### src/rtl/sdu_dump_pkg.sv
`default_nettype none
// ============================================================================
// Package : sdu_pkg
// Brief   : Shared op codes, ASCII constants and state encoding for sdu_dump.
// Rev     : 1.0  initial release
// ============================================================================
package sdu_pkg;

    // Command op codes
    localparam logic SDU_OP_REG  = 1'b0;
    localparam logic SDU_OP_DMEM = 1'b1;

    // ASCII characters used in the dump stream
    localparam logic [7:0] ASCII_LF    = 8'h0A;
    localparam logic [7:0] ASCII_COLON = 8'h3A;
    localparam logic [7:0] ASCII_SPACE = 8'h20;
    localparam logic [7:0] ASCII_ZERO  = 8'h30;
    localparam logic [7:0] ASCII_A     = 8'h61;

    // Dump FSM states; ST_PREFIX is only reachable in the prefix build
    typedef enum logic [2:0] {
        ST_IDLE   = 3'd0,
        ST_ADDR   = 3'd1,
        ST_CAPT   = 3'd2,
        ST_PREFIX = 3'd3,
        ST_HEX    = 3'd4,
        ST_SEP    = 3'd5
    } sdu_state_e;

endpackage : sdu_pkg
`default_nettype wire

### src/rtl/sdu_dump_hex_ascii.sv
`default_nettype none
// ============================================================================
// Module  : hex_ascii
// Brief   : Combinational 4-bit nibble to lowercase ASCII hex character.
// Rev     : 1.0  initial release
// ============================================================================
module hex_ascii
    import sdu_pkg::*;
(
    input  logic [3:0] nib,
    output logic [7:0] ascii
);

    // 0-9 map onto '0'..'9', 10-15 onto 'a'..'f'
    always_comb begin
        if (nib < 4'd10) begin
            ascii = ASCII_ZERO + {4'b0000, nib};
        end else begin
            ascii = ASCII_A + ({4'b0000, nib} - 8'd10);
        end
    end

endmodule : hex_ascii
`default_nettype wire

### src/rtl/sdu_dump.sv
`default_nettype none
// ============================================================================
// Module  : sdu_dump
// Brief   : Walks the CPU register file or data memory through the SDU debug
//           read ports and streams each word as a lowercase ASCII hex line
//           on a byte valid/ready interface toward the UART transmitter.
//           Optional macro SDU_DUMP_PREFIX_EN prefixes each line with
//           "<index>: ".
// Rev     : 1.0  initial release
// ============================================================================
module sdu_dump
    import sdu_pkg::*;
(
    input  logic        clk,
    input  logic        rstn,
    input  logic        cmd_valid,
    output logic        cmd_ready,
    input  logic        cmd_op,
    input  logic [31:0] cmd_addr,
    input  logic [7:0]  cmd_len,
    output logic [4:0]  rra0,
    input  logic [31:0] rrd0,
    output logic [31:0] dra0,
    input  logic [31:0] drd0,
    output logic [7:0]  tx_data,
    output logic        tx_valid,
    input  logic        tx_ready,
    output logic        done
);

    sdu_state_e  state_q, state_d;
    logic        op_q,    op_d;
    logic [31:0] idx_q,   idx_d;
    logic [7:0]  cnt_q,   cnt_d;
    logic [31:0] cap_q,   cap_d;
    logic [2:0]  nib_q,   nib_d;
    logic [4:0]  rra0_q,  rra0_d;
    logic [31:0] dra0_q,  dra0_d;
    logic        done_q,  done_d;
`ifdef SDU_DUMP_PREFIX_EN
    // 0: index nibbles, 1: colon, 2: space
    logic [1:0]  sub_q,   sub_d;
`endif

    logic [31:0] idx_next;
    logic [31:0] nib_src;
    logic [31:0] nib_shifted;
    logic [4:0]  nib_shamt;
    logic [3:0]  hex_in;
    logic [7:0]  hex_out;
    logic        xfer;

    hex_ascii u_hex_ascii (
        .nib   (hex_in),
        .ascii (hex_out)
    );

    // Next index: register numbers wrap in 5 bits, memory words in 32 bits
    always_comb begin
        if (op_q == SDU_OP_REG) begin
            idx_next = {27'd0, idx_q[4:0] + 5'd1};
        end else begin
            idx_next = idx_q + 32'd1;
        end
    end

    // Select the nibble (MSB first) feeding the single hex converter
    always_comb begin
        nib_src = cap_q;
`ifdef SDU_DUMP_PREFIX_EN
        if (state_q == ST_PREFIX) begin
            nib_src = idx_q;
        end
`endif
        nib_shamt   = 5'd28 - {nib_q, 2'b00};
        nib_shifted = nib_src >> nib_shamt;
        hex_in      = nib_shifted[3:0];
    end

    // Byte output mux; all non-emitting states present a zero byte
    always_comb begin
        tx_valid = 1'b0;
        tx_data  = 8'h00;
        case (state_q)
            ST_HEX: begin
                tx_valid = 1'b1;
                tx_data  = hex_out;
            end
            ST_SEP: begin
                tx_valid = 1'b1;
                tx_data  = ASCII_LF;
            end
`ifdef SDU_DUMP_PREFIX_EN
            ST_PREFIX: begin
                tx_valid = 1'b1;
                case (sub_q)
                    2'd1:    tx_data = ASCII_COLON;
                    2'd2:    tx_data = ASCII_SPACE;
                    default: tx_data = hex_out;
                endcase
            end
`endif
            default: ;
        endcase
    end

    assign xfer      = tx_valid & tx_ready;
    assign cmd_ready = (state_q == ST_IDLE);
    assign rra0      = rra0_q;
    assign dra0      = dra0_q;
    assign done      = done_q;

    // Next-state logic: command accept, word walk and byte sequencing
    always_comb begin
        state_d = state_q;
        op_d    = op_q;
        idx_d   = idx_q;
        cnt_d   = cnt_q;
        cap_d   = cap_q;
        nib_d   = nib_q;
        rra0_d  = rra0_q;
        dra0_d  = dra0_q;
        done_d  = 1'b0;
`ifdef SDU_DUMP_PREFIX_EN
        sub_d   = sub_q;
`endif
        case (state_q)
            ST_IDLE: begin
                if (cmd_valid) begin
                    op_d  = cmd_op;
                    idx_d = (cmd_op == SDU_OP_REG) ? {27'd0, cmd_addr[4:0]} : cmd_addr;
                    cnt_d = cmd_len;
                    if (cmd_len == 8'd0) begin
                        done_d = 1'b1;
                    end else begin
                        state_d = ST_ADDR;
                        if (cmd_op == SDU_OP_REG) begin
                            rra0_d = cmd_addr[4:0];
                        end else begin
                            dra0_d = cmd_addr;
                        end
                    end
                end
            end
            ST_ADDR: begin
                cap_d   = (op_q == SDU_OP_REG) ? rrd0 : drd0;
                state_d = ST_CAPT;
            end
            ST_CAPT: begin
                nib_d = 3'd0;
`ifdef SDU_DUMP_PREFIX_EN
                sub_d   = 2'd0;
                state_d = ST_PREFIX;
`else
                state_d = ST_HEX;
`endif
            end
`ifdef SDU_DUMP_PREFIX_EN
            ST_PREFIX: begin
                if (xfer) begin
                    case (sub_q)
                        2'd0: begin
                            if (nib_q == 3'd7) begin
                                nib_d = 3'd0;
                                sub_d = 2'd1;
                            end else begin
                                nib_d = nib_q + 3'd1;
                            end
                        end
                        2'd1: sub_d = 2'd2;
                        default: begin
                            sub_d   = 2'd0;
                            nib_d   = 3'd0;
                            state_d = ST_HEX;
                        end
                    endcase
                end
            end
`endif
            ST_HEX: begin
                if (xfer) begin
                    if (nib_q == 3'd7) begin
                        state_d = ST_SEP;
                    end else begin
                        nib_d = nib_q + 3'd1;
                    end
                end
            end
            ST_SEP: begin
                if (xfer) begin
                    cnt_d = cnt_q - 8'd1;
                    idx_d = idx_next;
                    if (cnt_q == 8'd1) begin
                        done_d  = 1'b1;
                        state_d = ST_IDLE;
                    end else begin
                        state_d = ST_ADDR;
                        if (op_q == SDU_OP_REG) begin
                            rra0_d = idx_next[4:0];
                        end else begin
                            dra0_d = idx_next;
                        end
                    end
                end
            end
            default: state_d = ST_IDLE;
        endcase
    end

    // State and datapath registers with synchronous active-low reset
    always_ff @(posedge clk) begin
        if (!rstn) begin
            state_q <= ST_IDLE;
            op_q    <= SDU_OP_REG;
            idx_q   <= 32'd0;
            cnt_q   <= 8'd0;
            cap_q   <= 32'd0;
            nib_q   <= 3'd0;
            rra0_q  <= 5'd0;
            dra0_q  <= 32'd0;
            done_q  <= 1'b0;
`ifdef SDU_DUMP_PREFIX_EN
            sub_q   <= 2'd0;
`endif
        end else begin
            state_q <= state_d;
            op_q    <= op_d;
            idx_q   <= idx_d;
            cnt_q   <= cnt_d;
            cap_q   <= cap_d;
            nib_q   <= nib_d;
            rra0_q  <= rra0_d;
            dra0_q  <= dra0_d;
            done_q  <= done_d;
`ifdef SDU_DUMP_PREFIX_EN
            sub_q   <= sub_d;
`endif
        end
    end

endmodule : sdu_dump
`default_nettype wire

### config.mk
export PLATFORM = sky130hd
export DESIGN_NAME = sdu_dump
export DESIGN_NICKNAME = d
export VERILOG_FILES = /design/src/rtl/sdu_dump_pkg.sv /design/src/rtl/sdu_dump_hex_ascii.sv /design/src/rtl/sdu_dump.sv
export SDC_FILE = /design/constraint.sdc
export NUM_CORES = 1
export LEC_CHECK = 0
export ABC_AREA = 1
export CAP_MARGIN = 20
export CORE_MARGIN = 1.5
export CORE_UTILIZATION = 25
export DETAILED_ROUTE_END_ITERATION = 6
export PLACE_DENSITY_LB_ADDON = 0.3
export SLEW_MARGIN = 20
export SYNTH_ARGS = -nofsm -noshare
export SYNTH_HDL_FRONTEND = slang
export SYNTH_SLANG_ARGS = --single-unit
### constraint.sdc
create_clock -name clk -period 2.2 [get_ports clk]
set_input_delay 0.33 -clock clk [delete_from_list [all_inputs] [get_ports clk]]
set_output_delay 0.33 -clock clk [all_outputs]
set_load 0.01 [all_outputs]
**Word level (Yosys, flattened, before mapping)**

Index checks and enable logic that the tools add are counted.

- Input bits: 109
- Register bits after elaboration: 117
- Memories: 0
- ROM bits: 0
- Latch bits: 0
- Logic and storage cells: 89
- Output and inout port bits: 48
- RAM bits: 0

- $mul: 0
- Reduce and logical (&&, ||, !) cells: 11
- Div/mod/pow operators: 0
- Muxes and demuxes: 41
- Shift-type cells: 1
- Add/subtract/negate cells: 8
- Magnitude comparators: 1
- Equal/unequal tests: 17
- Bitwise gates (word level): 1

Operator list:

| kind | number |
|---|---|
| 2-to-1 mux 32 bit | 11 |
| case mux 32 bit (2 select lines) | 2 |
| adder 32 x 1 -> 32 bit (second input constant) | 1 |
| case mux 8 bit (2 select lines) | 2 |
| right shift 32 x 5 -> 4 bit | 1 |
| 2-to-1 mux 5 bit | 6 |
| 2-to-1 mux 8 bit | 3 |
| 2-to-1 mux 3 bit | 7 |
| != test 2 bit (second input constant) | 10 |
| case mux 3 bit (5 select lines) | 1 |
| AND reduction 7 bit | 2 |
| case mux 5 bit (2 select lines) | 1 |
| equality test 3 bit (second input constant) | 3 |
| adder 7 x 8 -> 8 bit (first input constant) | 1 |
| equality test 8 x 1 -> 1 bit (second input constant) | 1 |
| zero test 8 bit | 1 |
| subtractor 8 x 1 -> 8 bit (second input constant) | 1 |
| adder 6 x 4 -> 7 bit (first input constant) | 1 |
| 2-to-1 mux 1 bit | 6 |
| case mux 3 bit (2 select lines) | 1 |
| AND reduction 3 bit | 2 |
| adder 5 x 1 -> 5 bit (second input constant) | 1 |
| AND reduction 5 bit | 1 |
| subtractor 4 x 4 -> 5 bit (second input constant) | 1 |
| 12 further kinds | 13 |

**Logic depth before layout (Yosys ltp)**

- Depth in word-level cells: 6
- Mapped depth: 17
- Gate-level depth less buffers: 16

**Modules after synthesis**

From an unflattened synthesis, not the netlist that was laid out.

- Cells, all modules: 1,227
- Area, all modules: 7,206.9 µm²

Modules (own cells, without submodules):

| module | sequential area each (µm²) | cells each | instances | area each (µm²) |
|---|---|---|---|---|
| sdu_dump | 2,342.2 | 1,194 | 1 | 7,013.0 |
| hex_ascii | 0.0 | 33 | 1 | 193.9 |

**Least setup slack after synthesis**

No wires, ideal clock.

- Kind: reg-to-output
- Start point: register nib_q[0]
- End point: output tx_data[4]
- Arrival time: 2.082 ns
- Buffers on the path: 2
- Required time: 1.870 ns
- Slack: -0.212 ns
- Cell stages (with the launch flop): 16
- Cells stage by stage: dfxtp_1 > buf_2 > clkbuf_1 > nand2_1 > nand3_1 > nand3_1 > nand2_1 > ha_1 > inv_1 > ha_1 > inv_1 > nor3_1 > nand3_1 > nand2_1 > nand2_1 > nand2_1

- Longest elaborated chain between the ends: 6
- Elaborated cells on any way between the ends: 8
- Classes of those cells: 4 x add/sub; 1 x order compare; 1 x shift; 2 x mux

Ends and longest elaborated chain:

| item | RTL line | source |
|---|---|---|
| start, declared | sdu_dump.sv:36 | `logic [2:0] nib_q, nib_d;` |
| start signal, assigned | sdu_dump.sv:231 | `nib_q <= nib_d;` |
| subtractor 5 bit (*) | sdu_dump.sv:75 | `nib_shamt = 5'd28 - {nib_q, 2'b00};` |
| right shift 32 x 5 -> 4 bit (*) | sdu_dump.sv:76 | `nib_shifted = nib_src >> nib_shamt;` |
| subtractor 4 x 4 -> 5 bit | sdu_dump_hex_ascii.sv:19 | `ascii = ASCII_A + ({4'b0000, nib} - 8'd10);` |
| adder 7 x 8 -> 8 bit | sdu_dump_hex_ascii.sv:19 |  |
| 2-to-1 mux 8 bit (*) | sdu_dump_hex_ascii.sv:16 | `if (nib < 4'd10) begin` |
| case mux 8 bit (2 select lines) (*) | sdu_dump.sv:84 | `case (state_q)` |
| end, declared | sdu_dump.sv:25 | `output logic [7:0] tx_data,` |

Every way passes the cells marked *; elsewhere a longest branch is shown, timed or not.

**Final worst setup path**

Same ends and word-level chain as after synthesis.

==> flow_metrics.env <==
export IMPL_status="complete, but fails checks"
export IMPL_hold_path_depth=3
export IMPL_syn_cell_area_mm2=0.00683
export IMPL_arrival_ns=2.42
export IMPL_r2r_cells=8
export IMPL_synth_compound_area_share_pct=19.5
export IMPL_worst_path_buf_inv=5
export IMPL_core_mm2=0.0269
export IMPL_grt_pass1_vias=7266
export IMPL_crit_chain="clkinv_8, buf_6, nand2_2, nand3_1, nand3_2, nand2_4, ha_4, inv_4, ha_4, inv_4, nor3_4, nand3_1, nand2_1, nand2_1, nand2_2, buf_6"
export IMPL_drcViolationCount=0
export IMPL_insertion_delay_ns=0.43
export IMPL_p_seq_share_pct=26.5
export IMPL_drive_above_1_share_pct=12.5
export IMPL_worstReg2RegEnd="idx_q[9]"
export IMPL_switching_power_mw=5.74
export IMPL_start_util_pct=25.4
export IMPL_synth_flop_cell="dfxtp_1"
export IMPL_grt_pass1_wl_mm=37.4
export IMPL_synth_enable_flop_cells=0
export IMPL_power_leakage_nw=4.07
export IMPL_combPwrFrac_pct=52.4
export IMPL_hp_start="rstn"
export IMPL_fin_skew_ns=0.00923
export IMPL_hold_path_end="nib_q[0]"
export IMPL_synth_fp_nets=1235
export IMPL_grt_max_degree=66
export IMPL_instances_no_fill=1647
export IMPL_drv_cap=0
export IMPL_first_pass_iters=5
export IMPL_synth_distinct_cells=36
export IMPL_yosysSeqAreaShare_pct=34.3
export IMPL_synth_top_area_share_pct=34.3
export IMPL_num_io_pins=157
export IMPL_critPathLaunchType="flop"
export IMPL_hold_slack_ns=0.353
export IMPL_rr_startpoint="state_q[1]"
export IMPL_period_share_pct=125
export IMPL_drv_slew=0
export IMPL_grt_antenna_before_repair=3
export IMPL_clockBufferDepth=2
export IMPL_worst_pin_slew_ns=0.618
export IMPL_rrSetupSlack_ns=0.24
export IMPL_cp_top_family="simple AND/OR/NAND/NOR gates"
export IMPL_muxShareOfSynthArea_pct=0
export IMPL_rows=60
export IMPL_fin_nets=1410
export IMPL_grt_overflow=0
export IMPL_hold_class="in -> reg"
export IMPL_synth_area_leader_cell="dfxtp_1"
export IMPL_place_gp_congestion=0.877
export IMPL_die_y_um=168
export IMPL_area_delta_synth_final_pct=45.1
export IMPL_path_class="reg -> out"
export IMPL_end_kind="primary output"
export IMPL_clkPwrFrac_pct=21.1
export IMPL_place_hpwl_mm=17.1
export IMPL_ant_nets=0
export IMPL_setup_violations=7
export IMPL_drt_iter0_markers=447
export IMPL_tritoncts="yes"
export IMPL_grt_usage_pct=16.7
export IMPL_ir_drop_v=0.000655
export IMPL_cts_sinks=117
export IMPL_clk_pin_slew_ns=0.06
export IMPL_synth_seq_cells=117
export IMPL_hold_viol_final=0
export IMPL_rsz0062_at_grt="true"
export IMPL_synth_simple_area_share_pct=34.3
export IMPL_power_density_mw_per_mm2=1390
export IMPL_avgRoutedWirePerCell_um=14.5
export IMPL_vias=7717
export IMPL_synthMostInstantiatedCell="nand2_1"
export IMPL_finalWirelength_mm=23.8
export IMPL_violations="setup timing"
export IMPL_cpMaxStageDelayCell="dfxtp_4"
export IMPL_p_int_mw=8.07
export IMPL_yosys_warnings=0
export IMPL_synth_xor_area_share_pct=0.385
export IMPL_critical_path_peak_fanout=7
export IMPL_postSynthAreaPerCell_um2=6.11
export IMPL_synth_common_cells="316 x nand2_1, 157 x nor2_1, 117 x dfxtp_1"
export IMPL_n_antenna_cell=0
export IMPL_setup_ws_ns=-0.550
export IMPL_synth_async_reset_ratio_pct=0
export IMPL_fin_crit_ns=2.75
export IMPL_synth_cells=1118
export IMPL_synthAdderAreaFrac_pct=1.47
export IMPL_routed_via_density=4.69
export IMPL_slowest_delay_ns=0.38
export IMPL_cts_root_buffer="clkbuf_16"
export IMPL_synthTopCellsByArea="dfxtp_1 34%, nand2_1 17%, nor2_1 8.6%"
export IMPL_tns_ns=-2.91
export IMPL_die_width_um=168
export IMPL_htreeDepth=4
export IMPL_numCtsBuffers=17
export IMPL_dp_cells=1606
export IMPL_synth_top_family_by_area="simple AND/OR/NAND/NOR gates"
export IMPL_port_buffer_count=155
export IMPL_worstPathRequired_ns=1.87
export IMPL_fmax_mhz=364
export IMPL_switching_share_pct=41.6
export IMPL_die_area_mm2=0.0283
export IMPL_max_slew_margin_pct=58.7
how the worst max path moves through the flow:
| stage | depth (start not counted) | slack, ns | endpoint | from |
|---|---|---|---|---|
| floorplan | 16 | -0.003 | tx_data[4] | nib_q[0] |
| finish | 16 | -0.55 | tx_data[4] | nib_q[0] |
| global route | 17 | -0.72 | tx_data[4] | nib_q[0] |
| CTS | 17 | -0.48 | tx_data[4] | nib_q[0] |
| detailed placement | 15 | -0.60 | tx_data[4] | nib_q[0] |
| global placement | 15 | -0.58 | tx_data[4] | nib_q[0] |
worst reg2reg max path: cells and delay by family, from the launching register on:
kind                   cells  cell delay (ns)
AO/OA/AOI/OAI              2             0.29
buffers and inverters      2             0.55
flip-flops                 1             0.36
AND/OR/NAND/NOR            4             0.65
cell type report:
type / count / area, µm²
Clock buffer: 17 / 425
Clock inverter: 15 / 183
Fill cell: 2900 / 17000
Inverter: 111 / 437
Multi-Input combinational cell: 833 / 4010
Sequential cell: 117 / 2350
Tap cell: 341 / 427
Timing Repair Buffer: 213 / 2090
logic make-up after synthesis:
family / Yosys count
other: 1
adders and majority gates: 8
DFF: 117
and+or+nand+nor: 575
AOI/OAI and AO/OA: 246
buffers and inverters: 168
xor gates and xnor gates: 3
timing repair:
action	in CTS	in global routing
endpoints found under the setup margin	7	8
pin swaps	24	14
buffers inserted	4	5
cloned	1	0
gates resized for setup	63	33
hold buffers	0	0
flip-flops by register name, indices dropped and copies added (netlist names):
signal and flops:
cnt_q 8, cap_q 32, dra0 32, nib_q 3, op_q 1, rra0 5
idx_q 32, done 1, state_q 3
metrics by stage:
step	total power, mW	setup slack, ns	util [%]	area (µm²)
after floorplan	7.55	-0.00337	-	6860
after global placement	10.2	-0.583	33.6	9020
after detailed placement	10.2	-0.597	33.6	9020
after CTS	13.6	-0.475	36.3	9760
after global routing	14.9	-0.716	36.9	9910
final	13.8	-0.550	36.9	9910
cells in the final DEF, fill, tap and decap left out, types with 5 or more instances in the layout:
| cell | instances |
|---|---|
| nor2_4 | 5 |
| inv_1 | 94 |
| buf_4 | 44 |
| clkinv_4 | 5 |
| nor2_2 | 5 |
| buf_6 | 9 |
| nand3_1 | 55 |
| nor2_1 | 153 |
| dfxtp_1 | 116 |
| a21oi_1 | 62 |
| buf_12 | 7 |
| inv_2 | 10 |
| clkbuf_16 | 17 |
| o21ai_1 | 15 |
| nand2_1 | 303 |
| buf_2 | 5 |
| nand2_2 | 14 |
| clkdlybuf4s50_1 | 146 |
| o21ai_0 | 105 |
| nor3_1 | 6 |
| o21bai_1 | 5 |
| a31oi_1 | 45 |
| ha_1 | 5 |
| nand4_1 | 13 |
| nand3_2 | 11 |
power by group through the flow:
stage	registers, mW	logic, mW	clock network [mW]
3_5_place_dp	3.67	6.56	0
3_3_place_gp	3.67	6.50	0
6_report	3.66	7.24	2.91
2_1_floorplan	3.67	3.88	0
4_1_cts	3.65	6.94	2.97
5_1_grt	3.79	8.05	3.06
routing by layer:
| metal | vias up | global-route usage (%) | routed length [µm] |
|---|---|---|---|
| met4 | 6 | 5.59 | 536 |
| met5 | - | 0 | 49 |
| met3 | 49 | 4.80 | 1600 |
| met2 | 208 | 28.2 | 11300 |
| li1 | 3996 | - | - |
| met1 | 3458 | 20.3 | 10300 |
Note: power is estimated with default switching activity, not from simulation.
